==> config.mk <==
export PLATFORM = sky130hd
export DESIGN_NAME = gpio_io
export DESIGN_NICKNAME = d
export VERILOG_FILES = /design/src/rtl/gpio_io.sv
export SDC_FILE = /design/constraint.sdc
export NUM_CORES = 1
export LEC_CHECK = 0
export BUFFER_PORTS_ARGS = -buffer_cell sky130_fd_sc_hd__buf_4
export CAP_MARGIN = 20
export CORE_ASPECT_RATIO = 0.5
export CORE_MARGIN = 2
export CORE_UTILIZATION = 55
export DETAILED_ROUTE_END_ITERATION = 6
export GPL_ROUTABILITY_DRIVEN = 0
export PLACE_DENSITY = 0.82
export REMOVE_ABC_BUFFERS = 1
export SLEW_MARGIN = 10
export SYNTH_ARGS = -nofsm -noshare
export SYNTH_HDL_FRONTEND = slang
export SYNTH_SLANG_ARGS = --single-unit
==> constraint.sdc <==
create_clock -name clk -period 8.2 [get_ports clk]
set_input_delay 0.82 -clock clk [delete_from_list [all_inputs] [get_ports clk]]
set_output_delay 0.82 -clock clk [all_outputs]
set_load 0.03 [all_outputs]
==> src/rtl/gpio_io.sv <==
// gpio_io: CSR GPIO peripheral, seven-segment display latch and debounced switch reader.
// Define GPIO_HEX_BLANK_LZ_EN to blank leading zero digits HEX7..HEX1.
module gpio_io #(
  parameter int NUM_SW = 18,
  parameter int DEBOUNCE_CYCLES = 500000
) (
  input  logic              clk,
  input  logic              rst,
  input  logic              gpio_we,
  input  logic [31:0]       gpio_wdata,
  input  logic [NUM_SW-1:0] SW,
  output logic [31:0]       gpio_rdata,
  output logic              sw_changed,
  output logic [31:0]       hex_value,
  output logic [6:0]        HEX0,
  output logic [6:0]        HEX1,
  output logic [6:0]        HEX2,
  output logic [6:0]        HEX3,
  output logic [6:0]        HEX4,
  output logic [6:0]        HEX5,
  output logic [6:0]        HEX6,
  output logic [6:0]        HEX7
);
  localparam int CW = $clog2(DEBOUNCE_CYCLES);
  logic [NUM_SW-1:0] s1, s2, h0, h1, stable, upd;
  logic [CW-1:0] cnt;
  logic tick;
  function automatic logic [6:0] font(input logic [3:0] n);
    case (n)
      4'h0: font = 7'b1000000;
      4'h1: font = 7'b1111001;
      4'h2: font = 7'b0100100;
      4'h3: font = 7'b0110000;
      4'h4: font = 7'b0011001;
      4'h5: font = 7'b0010010;
      4'h6: font = 7'b0000010;
      4'h7: font = 7'b1111000;
      4'h8: font = 7'b0000000;
      4'h9: font = 7'b0010000;
      4'ha: font = 7'b0001000;
      4'hb: font = 7'b0000011;
      4'hc: font = 7'b1000110;
      4'hd: font = 7'b0100001;
      4'he: font = 7'b0000110;
      default: font = 7'b0001110;
    endcase
  endfunction
  // the incoming sample plus the two held ones form the three newest samples
  always_comb begin
    tick = cnt == CW'(DEBOUNCE_CYCLES - 1);
    upd = {NUM_SW{tick}} & ~(s2 ^ h0) & ~(s2 ^ h1) & (s2 ^ stable);
  end
  always_ff @(posedge clk or posedge rst) begin
    if (rst) begin
      s1 <= '0;
      s2 <= '0;
      h0 <= '0;
      h1 <= '0;
      cnt <= '0;
      stable <= '0;
      sw_changed <= 1'b0;
      hex_value <= '0;
    end else begin
      s1 <= SW;
      s2 <= s1;
      cnt <= tick ? '0 : cnt + CW'(1);
      h0 <= tick ? s2 : h0;
      h1 <= tick ? h0 : h1;
      stable <= stable ^ upd;
      sw_changed <= |upd;
      hex_value <= gpio_we ? gpio_wdata : hex_value;
    end
  end
  assign gpio_rdata = 32'(stable);
  for (genvar i = 0; i < 8; i++) begin : g_dig
    logic [6:0] seg;
    logic blank;
`ifdef GPIO_HEX_BLANK_LZ_EN
    localparam logic [6:0] RST_SEG = i == 0 ? 7'b1000000 : 7'b1111111;
    assign blank = i != 0 && hex_value[31:4*i] == '0;
`else
    localparam logic [6:0] RST_SEG = 7'b1000000;
    assign blank = 1'b0;
`endif
    always_ff @(posedge clk or posedge rst) begin
      if (rst) seg <= RST_SEG;
      else seg <= blank ? 7'b1111111 : font(hex_value[4*i +: 4]);
    end
  end
  assign HEX0 = g_dig[0].seg;
  assign HEX1 = g_dig[1].seg;
  assign HEX2 = g_dig[2].seg;
  assign HEX3 = g_dig[3].seg;
  assign HEX4 = g_dig[4].seg;
  assign HEX5 = g_dig[5].seg;
  assign HEX6 = g_dig[6].seg;
  assign HEX7 = g_dig[7].seg;
endmodule

==> results of run 1 <==
registers in the layout, indices dropped and copies added (netlist names), named ones only:
register / count
s2: 18
HEX6: 7
h0: 18
h1: 18
HEX5: 7
HEX3: 7
HEX7: 7
cnt: 19
HEX4: 7
s1: 18
HEX2: 7
sw_changed: 1
hex_value: 32
HEX1: 7
HEX0: 7
path summary, 6_finish.rpt:
| path | start | endpoint | slack [ns] |
|---|---|---|---|
| hold reg to reg | s1[0]$_DFF_PP0_ | s2[0]$_DFF_PP0_ | 0.35 |
| setup reg to reg | cnt[7]$_DFF_PP0_ | flop | 5.29 |
| setup / recovery | cnt[7]$_DFF_PP0_ | flop | 5.29 |
| hold / removal | s1[0]$_DFF_PP0_ | s2[0]$_DFF_PP0_ | 0.35 |
| max in group asynchronous | rst | s1[12]$_DFF_PP0_ | 6.32 |
| min in group asynchronous | rst | HEX0[5]$_DFF_PP0_ | 0.53 |
layout make-up:
cell class	instances	area (sq um)
Clock buffer	19	443
Clock inverter	13	115
Fill cell	1170	4860
Inverter	47	184
Multi-Input combinational cell	530	3600
Sequential cell	198	4960
Tap cell	221	277
Timing Repair Buffer	161	1210
power by group through the flow:
stage                     logic [W]  registers (W)  clock network [W]
final                      0.000416        0.00111           0.000803
after global routing       0.000449        0.00112           0.000857
after CTS                  0.000422        0.00112           0.000818
after detailed placement   0.000421        0.00113                  0
after global placement     0.000409        0.00113                  0
after floorplan            0.000142        0.00124                  0
per-layer routing:
| metal | wire length (um) | vias up |
|---|---|---|
| met3 | 790 | 28 |
| met4 | 420 | 0 |
| li1 | - | 3100 |
| met2 | 9240 | 133 |
| met1 | 8020 | 3105 |
| met5 | 0 | - |
Yosys cell counts (9+ instances only):
cell / number / share of area (%)
dfrtp_1: 190 / 53
nand2_1: 95 / 4.0
nor2_1: 60 / 2.5
o21ai_1: 50 / 2.8
ha_1: 49 / 6.9
inv_1: 47 / 2.0
o21ai_0: 39 / 2.2
a31oi_1: 31 / 2.2
clkbuf_1: 26 / 1.1
o31ai_1: 18 / 1.5
mux2i_1: 16 / 1.8
mux2_2: 15 / 1.9
a22o_1: 14 / 1.4
buf_4: 14 / 1.2
nor4b_1: 12 / 1.2
xor2_1: 11 / 1.1
nand4b_1: 10 / 0.98
nand2b_1: 9 / 0.63
stage by stage:
step / power [W] / hold WS (ns) / std cells
after floorplan: 0.00138 / 0.331 / 775
after global placement: 0.00154 / 0.332 / 1157
after detailed placement: 0.00155 / 0.335 / 1157
after CTS: 0.00236 / 0.347 / 1189
after global routing: 0.00243 / 0.356 / 1189
final: 0.00233 / 0.348 / 1189
cells by family after synthesis:
family | share of synthesized area (%)
xor gates and xnor gates | 1.47
DFF | 55.6
and+or+nand+nor | 13.4
buffers and inverters | 4.67
other | 0.0420
adders and majority gates | 6.87
AOI/OAI and AO/OA | 12.2
muxes | 5.70
worst max-delay path, cell delays in order (launching register included):
cell,delay [ns]
dfrtp_1,0.45
nor4_1,0.31
nand4_1,0.22
or4_2,1.21
o31ai_1,0.46
o21ai_1,0.13
==> Flow_metrics.wiki, run 1 <==
{| class="wikitable"
! Metric !! Value
|-
| Clock tree from TritonCTS || done
|-
| Unique cell type count in the Yosys netlist || 47
|-
| Data arrival at the endpoint of the critical path || roughly 3.2 ns
|-
| Remaining DRCs || 0
|-
| Power density over cell area || ~220 mW/mm^2
|-
| Setup total negative slack || 0 ns
|-
| Total number of vias || between 6000 and 7000
|-
| Switching part of the total power || just over 30%
|-
| Most Crowded Layer GR || met2
|-
| DRT iter0 DRCs || between 200 and 300
|-
| Leading cell type in the layout, fill and taps excluded || dfrtp_1
|-
| Top FF cell, synth || dfrtp_1
|-
| Sequential cell fraction of total power || between 40% and 50%
|-
| Status || complete, no violations
|-
| Width of the chip || roughly 180 um
|-
| Number of sinks driven by the clock tree || slightly below 200
|-
| Pre-Repair DR Iteration Count || 5
|-
| Number of standard cells after synthesis || 810
|-
| Initial antenna violation count || 0
|-
| Level count of the clock H-tree || 4
|-
| Post-DR wirelength/cell || approximately 16 um
|-
| Sequential share of the synthesized area || ~56%
|-
| Commonest cells after routing, fill and taps aside || dfrtp_1 (190), buf_4 (161), nand2_1 (95)
|-
| Hold WC Path Type || reg2reg
|-
| TritonCTS Buffers || 17
|-
| Largest fanout on the critical path || a little under 60
|-
| Cell at the root of the clock tree || clkbuf_16
|-
| Largest clock skew in the final design || between 0.01 and 0.015 ns
|-
| Count of antenna-violating nets left after detailed routing || 0
|-
| Crit path capture type || flop
|-
| Number of hold-slack violations in the final timing report || 0
|-
| NetSw || 0.000711 W
|-
| Number of global-route vias before repair || a little over 6000
|-
| I/O pin count || around 170
|-
| Site row count || 32
|-
| Internal portion of total power || roughly 0.0016 W
|-
| Number of flops mapped to enable cells by yosys || 0
|-
| Fraction of registers with async set/reset || 100%
|-
| IR drop worst, VDD || approximately 150 uV
|-
| IO buf count || around 160
|-
| Cell area after layout || 0.0108 sq mm
|-
| Utilization of the core after routing || 69.0%
|-
| Proportion of layout cells with a drive suffix above 1 || between 20% and 30%
|-
| Placement-stage cell area || between 0.01 and 0.015 sq mm
|-
| Leakage component of the power || approximately 5 nW
|-
| Area growth from synthesis to layout || 20.9%
|-
| Number of buffers added to fix hold violations after cts || 0
|-
| Overall global routing resource usage || between 20% and 30%
|-
| Max-capacitance violation count || 0
|-
| Pin count of the biggest net entering global routing || between 100 and 150
|-
| Met2 Resource Use GR || a little under two fifths
|-
| Max frequency || about 0.34 GHz
|-
| Global-route wire length before repair || 30.4 mm
|-
| Met3 Track Usage GR || 4.96%
|-
| Met1 usage || 28.6%
|-
| Startpoint Class || flop
|-
| Clock buffer depth || 2
|-
| Clock share of power || 34.4%
|-
| Detail-routed via count per cell || about 5.4
|-
| Worst Setup Slack post-DPL || 5.35 ns
|-
| Floorplan die area || about 0.017 sq mm
|-
| Net count of the finished layout || 1057
|-
| Slew of the pin with the lowest slew margin || around 1.0 ns
|-
| Summed instance area of the synthesized netlist || 0.00893 sq mm
|-
| Mean instance size in the synthesized netlist || roughly 11 sq um
|-
| Floorplan die height || 94.1 um
|-
| Clk slew on worst S/H paths || ~0.080 ns
|-
| Number of cells on the worst reg-to-reg path || 5
|-
| Final critical path time including I/O delays and setup || approximately 2.9 ns
|-
| Number of antenna repair diodes || 0
|-
| Period utilization || 35.5%
|-
| Cts repair resizes || 0
|-
| Number of buffers added for setup after CTS || 0
|-
| Number of instances on the worst hold path || 0
|-
| Worst path required time || roughly 8.5 ns
|-
| Warning count from the yosys run || 0
|-
| Initial standard-cell utilization of the core || 57.0%
|-
| Wire length after detailed routing || 18.5 mm
|-
| Core footprint || between 0.015 and 0.02 sq mm
|-
| Detailed placer's ending HPWL || ~13 mm
|-
| Number of synthesized register bits || between 150 and 200
|-
| Number of failing setup endpoints in the final timing report || 0
|-
| Clock latency of the later-clocked register in the worst-skew pair || ~0.43 ns
|-
| CP Class || reg2reg
|-
| RSZ-0062 raised after global routing || false
|-
| Remaining global-route overflow || 0
|-
| Setup slack of the critical path after layout || roughly 5.3 ns
|-
| Worst relative slew slack || 31.6%
|-
| Number of slew-limit violations in the final report || 0
|-
| Logic gate share of total power || between 10% and 20%
|}
(Power assumes the default switching activity.)
==> run 2, diff against run 1 <==
Settings changed: CORE_UTILIZATION 55 to 50, PLACE_DENSITY 0.82 to 0.78.
Clock period 8.2 ns to 2.3 ns, I/O delays scaled along.
==> Flow_metrics.wiki, run 2 (synthesis gave the netlist of run 1 again) <==
{| class="wikitable"
! Metric !! Value
|-
| Status || complete, no violations
|-
| Pin count of the biggest net entering global routing || 85
|-
| Sequential cell fraction of total power || between 40% and 50%
|-
| NetSw || 0.00249 W
|-
| Ordered list of cells on the worst path || nor4_2 -> nand4_1 -> or4_4 -> buf_12 -> o31ai_1 -> o21ai_1
|-
| Number of slew-limit violations in the final report || 0
|-
| Number of hold-slack violations in the final timing report || 0
|-
| Period utilization || around 95%
|-
| Initial antenna violation count || 0
|-
| Area taken by flip-flops and latches || 0.00496 sq mm
|-
| Area of combinational cells with multiple inputs || around 0.0036 sq mm
|-
| Pre-Repair DR Iteration Count || 5
|-
| Crit path from || cnt[6]$_DFF_PP0_
|-
| Worst Setup Slack post-DPL || about 0.020 ns
|-
| Detailed placer's ending HPWL || 13.2 mm
|-
| Slowest CP cell || or4_4
|-
| Setup slack of the critical path after layout || between 0.1 and 0.15 ns
|-
| Floorplan die area || around 0.019 sq mm
|-
| Clock tree from TritonCTS || done
|-
| Initial standard-cell utilization of the core || between 50% and 60%
|-
| Wire length after detailed routing || ~19 mm
|-
| Number of sinks driven by the clock tree || between 150 and 200
|-
| Startpoint Class || flop
|-
| Worst path max stage delay || ~0.6 ns
|-
| Number of instances on the worst hold path || 3
|-
| Filler Cells Inserted || around 1400
|-
| CP Class || reg2reg
|-
| Number of failing setup endpoints in the final timing report || 0
|-
| Proportion of layout cells with a drive suffix above 1 || between 20% and 30%
|-
| Largest fanout on the critical path || slightly below 50
|-
| RSZ-0062 raised after global routing || false
|-
| Max-capacitance violation count || 0
|-
| Max frequency || between 0.4 and 0.5 GHz
|-
| Clk slew on worst S/H paths || about 0.070 ns
|-
| Flip-flop count of the largest register, all copies and words added || 32
|-
| Global-route wire length before repair || between 30 and 40 mm
|-
| Leakage component of the power || 5.27 nW
|-
| Commonest cells after routing, fill and taps aside || dfrtp_1 (190), buf_4 (167), nand2_1 (95)
|-
| IO buf count || 159
|-
| Clock latency of the later-clocked register in the worst-skew pair || approximately 0.43 ns
|-
| IR drop worst, VDD || 505 uV
|-
| Worst path required time || approximately 2.6 ns
|-
| Detail-routed via count per cell || approximately 5.3
|-
| Overall global routing resource usage || approximately a fifth
|-
| Net count of the finished layout || 1087
|-
| Leading cell type in the layout, fill and taps excluded || dfrtp_1
|-
| Core footprint || ~0.017 sq mm
|-
| TritonCTS Buffers || 17
|-
| Amount of wire on met2 after detailed routing || 9.68 mm
|-
| Number of cells on the worst reg-to-reg path || 6
|-
| Post-DR wirelength/cell || around 15 um
|-
| Hold WC Path Type || in2reg
|-
| Hold-critical path endpoint || hex_value[13]$_DFFE_PP0P_
|-
| Number of antenna repair diodes || 0
|-
| Number of global-route vias before repair || between 6000 and 7000
|-
| Sum of met3 wire segment lengths after detailed routing || between 700 and 800 um
|-
| Cell at the root of the clock tree || clkbuf_16
|-
| Power density over cell area || between 700 and 800 mW/mm^2
|-
| Number of buffers added for setup after CTS || 0
|-
| Uppermost layer routed || met4
|-
| Area growth from synthesis to layout || 24.9%
|-
| Largest clock skew in the final design || between 0.009 and 0.01 ns
|-
| Switching part of the total power || between 20 and 30%
|-
| Site row count || 34
|-
| Count of antenna-violating nets left after detailed routing || 0
|-
| Sum of routed wire segments on met1 || 8.39 mm
|-
| Critical R2R Launch || cnt[6]$_DFF_PP0_
|-
| Width of the chip || 193 um
|-
| Remaining DRCs || 0
|-
| DRT iter0 DRCs || approximately 350
|-
| Pwr Total || around 0.0084 W
|-
| Largest regs || hex_value (32), cnt (19)
|-
| Slew of the pin with the lowest slew margin || a little under 0.6 ns
|-
| Floorplan die height || 98.5 um
|-
| Crit path capture type || flop
|-
| Clock buffer depth || 2
|-
| Total number of vias || 6488
|-
| Data arrival at the endpoint of the critical path || 2.47 ns
|-
| Final critical path time including I/O delays and setup || about 2.2 ns
|-
| I/O pin count || between 150 and 200
|-
| Logic gate share of total power || 18.0%
|-
| Internal portion of total power || 0.00594 W
|-
| Min-Delay Startpoint || gpio_wdata[13]
|-
| Clock share of power || between 30% and 40%
|-
| Worst relative slew slack || between 60 and 70%
|-
| Slack of the worst reg-to-reg path || around 0.13 ns
|-
| Level count of the clock H-tree || 4
|-
| Largest reg by FF count || hex_value
|-
| Remaining global-route overflow || 0
|}
run 2: cell count changes in the layout (fill, tap and decap cells not counted), moves of 2 or more:
cell | before | now
buf_4 | 161 | 167
inv_6 | 5 | 3
buf_12 | 0 | 3
dlygate4sd3_1 | 0 | 21
run 2: per-stage QoR:
stage	hold WS [ns]	TNS, ns	cells	cell area (sq um)	utilization (%)
final	0.0178	0	1232	11200	64.0
after global routing	0.0145	0	1232	11200	64.0
after CTS	0.000704	0	1232	11100	63.9
after detailed placement	0.335	0	1179	10400	59.4
after global placement	0.332	0	1179	10400	59.4
after floorplan	0.261	-709.69	775	8740	-
run 2: worst max path at each step:
stage	to	slack (ns)	cells after the start
after floorplan	HEX0[0]$_DFF_PP0_	-3.31	1
after global placement	flop	0.10	6
after detailed placement	flop	0.02	6
after CTS	flop	0.12	6
after global routing	flop	0.01	6
final	flop	0.13	6
run 2: final cells by class:
class	count	area share, %
inverter	47	1.65
sequential	198	44.5
clock buffer	21	4.13
tap	234	2.62
clock inverter	11	1.03
timing repair buffer	191	13.7
multi-input combinational	530	32.4
run 2: power by group through the flow:
stage                     Sequential [W]  Clock [W]  Combinational (W)
after detailed placement         0.00404          0            0.00151
final                            0.00397    0.00294            0.00152
after global placement           0.00403          0            0.00147
after floorplan                  0.00442          0           0.000507
after CTS                        0.00398    0.00300            0.00154
after global routing             0.00401    0.00314            0.00164
run 2: metal layers:
layer / track usage, % / vias up
li1: - / 3160
met1: 27.4 / 3218
met2: 35.2 / 96
met3: 4.42 / 14
met4: 6.12 / 0
met5: 0 / -
run 2: timing repair:
item                       4_1_cts  5_1_grt
resized for setup                1        1
pin swaps                        0        0
setup endpoints to repair        5       14
hold endpoints to repair        96        0
hold buffers                    21        0
run 2: worst max-delay path, delay by kind of cell (launching register included):
kind,cells,cell delay (ns)
compound gates,2,0.36
buf+inv,1,0.20
flops,1,0.42
simple gates,3,1.05
